===== src/rtl/ppl_frame_ctrl.sv =====
// ppl_frame_ctrl: per-frame scheduler for the ray-march pipeline entry slot.
// Ports:
//   clk, rst                 clock, asynchronous active-high reset
//   frame_req, frame_abort   start a frame / stop issuing and drain
//   p_pos_*, p_angle_*       live player pose, sampled once per frame
//   ret_*                    ray returning from the march stage
//   cam_*                    frame-latched pose
//   scan_rst                 clear to the viewport scanner
//   next_en, scanner_stop    entry-slot select: recirculate / inject / bubble
//   pix_we, pix_addr, pix_hit  registered retire to the pixel writer
//   busy, frame_done         activity flag, completion pulse
module ppl_frame_ctrl #(
  parameter int H_DISP    = 1280,
  parameter int V_DISP    = 720,
  parameter int MAX_STEPS = 40
) (
  input  logic               clk,
  input  logic               rst,
  input  logic               frame_req,
  input  logic               frame_abort,
  input  logic        [15:0] p_pos_x,
  input  logic        [15:0] p_pos_y,
  input  logic        [15:0] p_pos_z,
  input  logic signed [15:0] p_angle_x,
  input  logic signed [15:0] p_angle_y,
  input  logic               ret_valid,
  input  logic               ret_hit,
  input  logic        [5:0]  ret_block_cnt,
  input  logic        [19:0] ret_pixel_addr,
  output logic        [15:0] cam_pos_x,
  output logic        [15:0] cam_pos_y,
  output logic        [15:0] cam_pos_z,
  output logic signed [15:0] cam_angle_x,
  output logic signed [15:0] cam_angle_y,
  output logic               scan_rst,
  output logic               next_en,
  output logic               scanner_stop,
  output logic               pix_we,
  output logic        [19:0] pix_addr,
  output logic               pix_hit,
  output logic               busy,
  output logic               frame_done
);
  localparam logic [19:0] NPIX = 20'(H_DISP * V_DISP);
  typedef enum logic [2:0] {IDLE, LATCH, RUN, DRAIN, DONE} state_t;
  state_t r_state, w_next;
  logic [19:0] r_issued, r_retired, r_in_flight;
  logic w_term, w_active, w_recirc, w_inject, w_retire;
  assign w_term   = ret_valid && (ret_hit || ret_block_cnt >= 6'(MAX_STEPS));
  assign w_active = r_state == RUN || r_state == DRAIN;
  // a still-marching return owns the slot ahead of any new ray
  assign w_recirc = w_active && ret_valid && !w_term;
  assign w_inject = r_state == RUN && !w_recirc && r_issued < NPIX;
  assign w_retire = w_active && w_term;
  always_ff @(posedge clk or posedge rst)
    if (rst) r_state <= IDLE;
    else     r_state <= w_next;
  always_comb begin
    w_next = r_state;
    case (r_state)
      IDLE:    w_next = frame_req ? LATCH : IDLE;
      LATCH:   w_next = RUN;
      // completion wins over a coincident abort
      RUN:     w_next = (w_retire && r_retired + 20'd1 == NPIX) ? DONE : frame_abort ? DRAIN : RUN;
      DRAIN:   w_next = (r_in_flight == '0) ? IDLE : DRAIN;
      DONE:    w_next = IDLE;
      default: w_next = IDLE;
    endcase
  end
  always_comb begin
    scan_rst     = r_state == LATCH;
    busy         = r_state != IDLE;
    frame_done   = r_state == DONE;
    next_en      = !w_recirc;
    scanner_stop = !(w_recirc || w_inject);
  end
  always_ff @(posedge clk or posedge rst) begin
    if (rst) begin
      cam_pos_x   <= '0;
      cam_pos_y   <= '0;
      cam_pos_z   <= '0;
      cam_angle_x <= '0;
      cam_angle_y <= '0;
      r_issued    <= '0;
      r_retired   <= '0;
      r_in_flight <= '0;
      pix_we      <= 1'b0;
      pix_addr    <= '0;
      pix_hit     <= 1'b0;
    end else begin
      pix_we <= w_retire;
      if (w_retire) begin
        pix_addr <= ret_pixel_addr;
        pix_hit  <= ret_hit;
      end
      if (r_state == LATCH) begin
        cam_pos_x   <= p_pos_x;
        cam_pos_y   <= p_pos_y;
        cam_pos_z   <= p_pos_z;
        cam_angle_x <= p_angle_x;
        cam_angle_y <= p_angle_y;
        r_issued    <= '0;
        r_retired   <= '0;
        r_in_flight <= '0;
      end else if (w_active) begin
        r_issued    <= r_issued + 20'(w_inject);
        r_retired   <= r_retired + 20'(w_retire);
        r_in_flight <= r_in_flight + 20'(w_inject) - 20'(w_retire);
      end
    end
  end
endmodule


===== config.mk =====
export PLATFORM = sky130hd
export DESIGN_NAME = ppl_frame_ctrl
export DESIGN_NICKNAME = d
export VERILOG_FILES = /design/src/rtl/ppl_frame_ctrl.sv
export SDC_FILE = /design/constraint.sdc
export NUM_CORES = 1
export LEC_CHECK = 0
export BUFFER_PORTS_ARGS = -buffer_cell sky130_fd_sc_hd__buf_2
export CELL_PAD_IN_SITES_DETAIL_PLACEMENT = 1
export CELL_PAD_IN_SITES_GLOBAL_PLACEMENT = 2
export CORE_MARGIN = 4
export CORE_UTILIZATION = 33
export DETAILED_ROUTE_END_ITERATION = 6
export GPL_ROUTABILITY_DRIVEN = 0
export PLACE_DENSITY = 0.78
export RECOVER_POWER = 50
export SYNTH_ARGS = -nofsm -noshare
export SYNTH_HDL_FRONTEND = slang
export SYNTH_SLANG_ARGS = --single-unit

===== constraint.sdc =====
create_clock -name clk -period 7.84 [get_ports clk]
set_clock_uncertainty 0.2 [all_clocks]
set_input_delay 1.176 -clock clk [delete_from_list [all_inputs] [get_ports clk]]
set_output_delay 1.176 -clock clk [all_outputs]
set_load 0.01 [all_outputs]

==> run_summary.xml <==
<?xml version="1.0" encoding="UTF-8"?>
<metrics>
  <group name="status">
    <metric name="run_status" unit="">finished with violations</metric>
    <metric name="violations" unit="">capacitance limit, slew limit</metric>
  </group>
  <group name="logic_synthesis">
    <metric name="largest_family_of_logic_cells_by_synthesized_area" unit="">simple AND/OR/NAND/NOR gates</metric>
    <metric name="synth.area.top_cells" unit="">sky130_fd_sc_hd__dfrtp_1 51%, sky130_fd_sc_hd__mux2_2 11%, sky130_fd_sc_hd__ha_1 5.1%</metric>
    <metric name="post_synth_xor_area_fraction" unit="">0.0479</metric>
    <metric name="synth_adder_area_share" unit="">0.0538</metric>
    <metric name="synth_cell_types" unit="">55</metric>
    <metric name="synth_compound_gate_area_share" unit="">0.0845</metric>
    <metric name="synth_edf_count" unit="">0</metric>
    <metric name="postSynthAreaPerCell" unit="µm²">10.7</metric>
    <metric name="synth_area_leader_cell" unit="">sky130_fd_sc_hd__dfrtp_1</metric>
    <metric name="synthesis.area" unit="µm²">8040</metric>
    <metric name="synth.yosys.warnings" unit="">0</metric>
    <metric name="postSynth.topFlopCell" unit="">sky130_fd_sc_hd__dfrtp_1</metric>
    <metric name="net_count_after_synthesis" unit="">896</metric>
    <metric name="synth_cells" unit="">750</metric>
    <metric name="fraction_of_synthesized_area_in_multiplexers" unit="">0.116</metric>
    <metric name="async_reset_ff_frac" unit="">1.00</metric>
    <metric name="synth_simple_gate_area_share" unit="">0.151</metric>
    <metric name="synth_top_area_share" unit="">0.513</metric>
    <metric name="synth.ff_latch_count" unit="">165</metric>
    <metric name="sequential_cell_area_fraction_in_the_yosys_report" unit="">0.513</metric>
  </group>
  <group name="critical_path">
    <metric name="worstRegToRegCells" unit="">15</metric>
    <metric name="cp_cell_sequence" unit="">buf_2, o21a_1, o211ai_1, clkbuf_1, inv_1, ha_1, inv_1, ha_1, fa_1, a21oi_1, o21bai_1, a211o_1, a311oi_1, mux2i_1, o311ai_0</metric>
    <metric name="r2r_start" unit="">r_state[1]$_DFF_PP0_</metric>
    <metric name="rr_endpoint" unit="">r_in_flight[14]$_DFFE_PP0P_</metric>
    <metric name="levels_on_crit_path" unit="">15</metric>
    <metric name="worstSetupEndpoint" unit="">r_in_flight[14]$_DFFE_PP0P_</metric>
    <metric name="cpMaxStageDelayCell" unit="">sky130_fd_sc_hd__a311oi_1</metric>
    <metric name="worstPathBufferInverterCount" unit="">4</metric>
    <metric name="critical_path.endpoint_type" unit="">flop</metric>
    <metric name="critPathMaxFanout" unit="">23</metric>
    <metric name="worst-endpoint-arrival" unit="ps">6290</metric>
    <metric name="critical_path.top_delay_family" unit="">compound AO/OA/AOI/OAI gates</metric>
    <metric name="critPathMaxStageDelay" unit="ps">870</metric>
    <metric name="critPathLaunchType" unit="">input port</metric>
    <metric name="worstPathRequired" unit="ps">7940</metric>
    <metric name="reg2reg_slack" unit="ps">1850</metric>
    <metric name="critPathLaunch" unit="">ret_block_cnt[4]</metric>
    <metric name="worstSetupPathType" unit="">input port to flop</metric>
  </group>
  <group name="clocking">
    <metric name="numCtsBuffers" unit="">17</metric>
    <metric name="cts-hold-fix-buffers" unit="">0</metric>
    <metric name="clock_tree_from_tritoncts" unit="">done</metric>
    <metric name="ctsLongestPathBuffers" unit="">2</metric>
    <metric name="root_buffer" unit="">sky130_fd_sc_hd__clkbuf_16</metric>
    <metric name="htree_levels" unit="">4</metric>
    <metric name="buffers_inserted_during_post_cts_setup_optimization" unit="">0</metric>
    <metric name="ctsResizeCount" unit="">0</metric>
    <metric name="cts.sinks" unit="">165</metric>
    <metric name="worst_skew_pair.late_latency" unit="ps">430</metric>
    <metric name="clk_pin_slew_worst_paths" unit="ps">70</metric>
  </group>
  <group name="sta">
    <metric name="maxSlewViolCount" unit="">161</metric>
    <metric name="tns" unit="ps">0</metric>
    <metric name="hold_violations_final" unit="">0</metric>
    <metric name="unrepaired_setup_endpoints_after_global_routing" unit="">no</metric>
    <metric name="final-setup-viol-count" unit="">0</metric>
    <metric name="post_layout_minimum_cycle_time" unit="ps">6190</metric>
    <metric name="tightest_slew" unit="ps">4660</metric>
    <metric name="finalCritPeriodShare" unit="">0.790</metric>
    <metric name="max_freq" unit="MHz">161</metric>
    <metric name="slew-limit-headroom" unit="">-2.12</metric>
    <metric name="setup_slack" unit="ps">1650</metric>
  </group>
  <group name="detailed_routing">
    <metric name="wl_per_cell" unit="µm">18.0</metric>
    <metric name="number_of_optimization_iterations_in_the_first_detailed_route_pass" unit="">4</metric>
    <metric name="route.final.wire_length" unit="µm">23200</metric>
    <metric name="first_iter_violations" unit="">244</metric>
    <metric name="drc_errors" unit="">0</metric>
    <metric name="viasPerCell" unit="">4.86</metric>
    <metric name="final_antenna_net_count" unit="">0</metric>
    <metric name="routed-via-count" unit="">6283</metric>
  </group>
  <group name="grt">
    <metric name="grt.busiest_layer" unit="">met2</metric>
    <metric name="met2_usage" unit="">0.280</metric>
    <metric name="global_route.overflow_total" unit="">0</metric>
    <metric name="largest_net_degree_at_the_start_of_global_routing" unit="">102</metric>
    <metric name="first_global_vias" unit="">6705</metric>
    <metric name="total_grt_usage" unit="">0.173</metric>
    <metric name="global_route.usage.met3" unit="">0.0479</metric>
    <metric name="grt_antenna_before_repair" unit="">3</metric>
    <metric name="grt_first_pass_wirelength" unit="µm">36600</metric>
    <metric name="gr-usage-met1" unit="">0.224</metric>
  </group>
  <group name="cells_and_area">
    <metric name="final-instance-count-excl-fill" unit="">1294</metric>
    <metric name="drive_above_1_share" unit="">0.261</metric>
    <metric name="post-route-cell-area" unit="µm²">9930</metric>
    <metric name="layout.core_utilization" unit="">0.418</metric>
    <metric name="final_cell_mix" unit="">165 x sky130_fd_sc_hd__dfrtp_1, 128 x sky130_fd_sc_hd__buf_2, 102 x sky130_fd_sc_hd__nand2_1, 89 x sky130_fd_sc_hd__clkbuf_1, 80 x sky130_fd_sc_hd__mux2_2</metric>
    <metric name="mostFrequentLayoutCell" unit="">sky130_fd_sc_hd__dfrtp_1</metric>
    <metric name="area_growth" unit="%">23.5</metric>
    <metric name="nNetsFinal" unit="">1104</metric>
  </group>
  <group name="floorplanning">
    <metric name="fp.dieArea" unit="µm²">26900</metric>
    <metric name="initial_core_utilization" unit="">0.339</metric>
    <metric name="fp-row-count" unit="">56</metric>
    <metric name="num_io_pins" unit="">219</metric>
    <metric name="core-area" unit="µm²">23800</metric>
    <metric name="chipWidth" unit="µm">164</metric>
    <metric name="die_h" unit="µm">164</metric>
  </group>
  <group name="place">
    <metric name="pre_cts_slack" unit="ps">2010</metric>
    <metric name="numPortBuffers" unit="">215</metric>
    <metric name="dp_hpwl" unit="µm">17000</metric>
    <metric name="dpl_cell_area" unit="µm²">9450</metric>
    <metric name="placedCellCount" unit="">1258</metric>
  </group>
  <group name="power">
    <metric name="cellPowerDensity" unit="nW/µm²">307</metric>
    <metric name="power.ir.vdd_worst" unit="V">0.000125</metric>
    <metric name="lkg_pwr" unit="nW">4.91</metric>
  </group>
  <group name="hold_path">
    <metric name="worstHoldPathType" unit="">flop to flop</metric>
  </group>
  <group name="run">
    <metric name="max_cap_violations" unit="">2</metric>
  </group>
</metrics>
==> cell usage after synthesis (2+ instances only) <==
master and instances:
sky130_fd_sc_hd__o21ai_0 25, sky130_fd_sc_hd__a32o_1 4, sky130_fd_sc_hd__xnor2_1 21, sky130_fd_sc_hd__nand2_1 102, sky130_fd_sc_hd__and3_1 8, sky130_fd_sc_hd__nor2b_1 5, sky130_fd_sc_hd__nor3b_1 2, sky130_fd_sc_hd__nor2_1 52
sky130_fd_sc_hd__nor3_1 15, sky130_fd_sc_hd__nand3_1 22, sky130_fd_sc_hd__a21oi_1 16, sky130_fd_sc_hd__or4_1 4, sky130_fd_sc_hd__mux2_2 81, sky130_fd_sc_hd__a2111o_1 3, sky130_fd_sc_hd__nand4_1 10, sky130_fd_sc_hd__o21bai_1 8
sky130_fd_sc_hd__inv_1 39, sky130_fd_sc_hd__a211o_1 2, sky130_fd_sc_hd__buf_1 3, sky130_fd_sc_hd__o22ai_1 2, sky130_fd_sc_hd__nand2b_1 4, sky130_fd_sc_hd__o31ai_1 2, sky130_fd_sc_hd__a21o_1 5, sky130_fd_sc_hd__a22o_1 7
sky130_fd_sc_hd__a32oi_1 3, sky130_fd_sc_hd__ha_1 33, sky130_fd_sc_hd__a211oi_1 2, sky130_fd_sc_hd__clkbuf_1 27, sky130_fd_sc_hd__xor2_1 23, sky130_fd_sc_hd__o311a_1 2, sky130_fd_sc_hd__and4_1 6, sky130_fd_sc_hd__buf_2 2
sky130_fd_sc_hd__dfrtp_1 165, sky130_fd_sc_hd__o311ai_0 3, sky130_fd_sc_hd__or2_2 4, sky130_fd_sc_hd__a31oi_1 3, sky130_fd_sc_hd__and2_1 6, sky130_fd_sc_hd__o211ai_1 3, sky130_fd_sc_hd__or3_1 10
==> layout make-up <==
class | instances | area [µm²]
sequential | 165 | 4130
multi-input combinational | 514 | 3650
antenna | 4 | 10.0
clock inverter | 14 | 154
inverter | 39 | 148
tap | 319 | 399
timing repair buffer | 221 | 1000
clock buffer | 18 | 439
fill | 2746 | 13800
==> metal layers <==
metal,wire length (µm),vias to the layer above
met5,0,-
met4,493,0
met3,1060,30
met2,11400,117
met1,10200,3108
li1,-,3028
==> worst min path at each step <==
stage / startpoint / endpoint / slack, ps / cells past startpoint
after floorplan: r_in_flight[19]$_DFFE_PP0P_ / r_in_flight[19]$_DFFE_PP0P_ / 270 / 1
after global placement: pix_addr[9]$_DFFE_PP0P_ / pix_addr[9]$_DFFE_PP0P_ / 250 / 2
after detailed placement: pix_addr[12]$_DFFE_PP0P_ / pix_addr[12]$_DFFE_PP0P_ / 260 / 2
after CTS: pix_addr[12]$_DFFE_PP0P_ / pix_addr[12]$_DFFE_PP0P_ / 280 / 2
after global routing: pix_addr[12]$_DFFE_PP0P_ / pix_addr[12]$_DFFE_PP0P_ / 300 / 2
final: pix_addr[13]$_DFFE_PP0P_ / pix_addr[13]$_DFFE_PP0P_ / 280 / 2
==> worst reg2reg max path, cell delays in order (launching register included) <==
cell and delay, ps:
sky130_fd_sc_hd__dfrtp_1 440, sky130_fd_sc_hd__nor2b_2 170, sky130_fd_sc_hd__buf_4 240, sky130_fd_sc_hd__o211ai_1 140
sky130_fd_sc_hd__clkbuf_1 830, sky130_fd_sc_hd__inv_1 710, sky130_fd_sc_hd__ha_1 500, sky130_fd_sc_hd__inv_1 40
sky130_fd_sc_hd__ha_1 220, sky130_fd_sc_hd__fa_1 420, sky130_fd_sc_hd__a21oi_1 170, sky130_fd_sc_hd__o21bai_1 140
sky130_fd_sc_hd__a211o_1 380, sky130_fd_sc_hd__a311oi_1 870, sky130_fd_sc_hd__mux2i_1 260, sky130_fd_sc_hd__o311ai_0 140
==> cell families (layout without fill, tap and decap cells) <==
kind of cell               after synthesis  in the layout
buffers and inverters                   71            292
adders and majority gates               34             34
DFF                                    165            165
xor gates and xnor gates                44             44
and+or+nand+nor                        256            256
muxes                                   83             83
other                                    0              4
AOI/OAI and AO/OA                       97             97
==> per-stage QoR <==
stage	hold WS (ps)	total power, mW
after floorplan	266	1.93
after global placement	254	2.21
after detailed placement	259	2.23
after CTS	277	3.09
after global routing	299	3.30
final	275	3.05
==> where the power goes <==
part	internal (mW)	switching, mW
registers	0.963	0.0872
clock network	0.435	0.406
logic	0.510	0.652
==> sequential cells by signal, indices dropped and copies added, names as in the netlist, 3 cells and up <==
signal       count
cam_angle_y     16
r_in_flight     20
cam_pos_z       16
cam_pos_x       16
r_retired       20
r_state          3
r_issued        20
cam_angle_x     16
cam_pos_y       16
pix_addr        20
(Power assumes the default switching activity.)
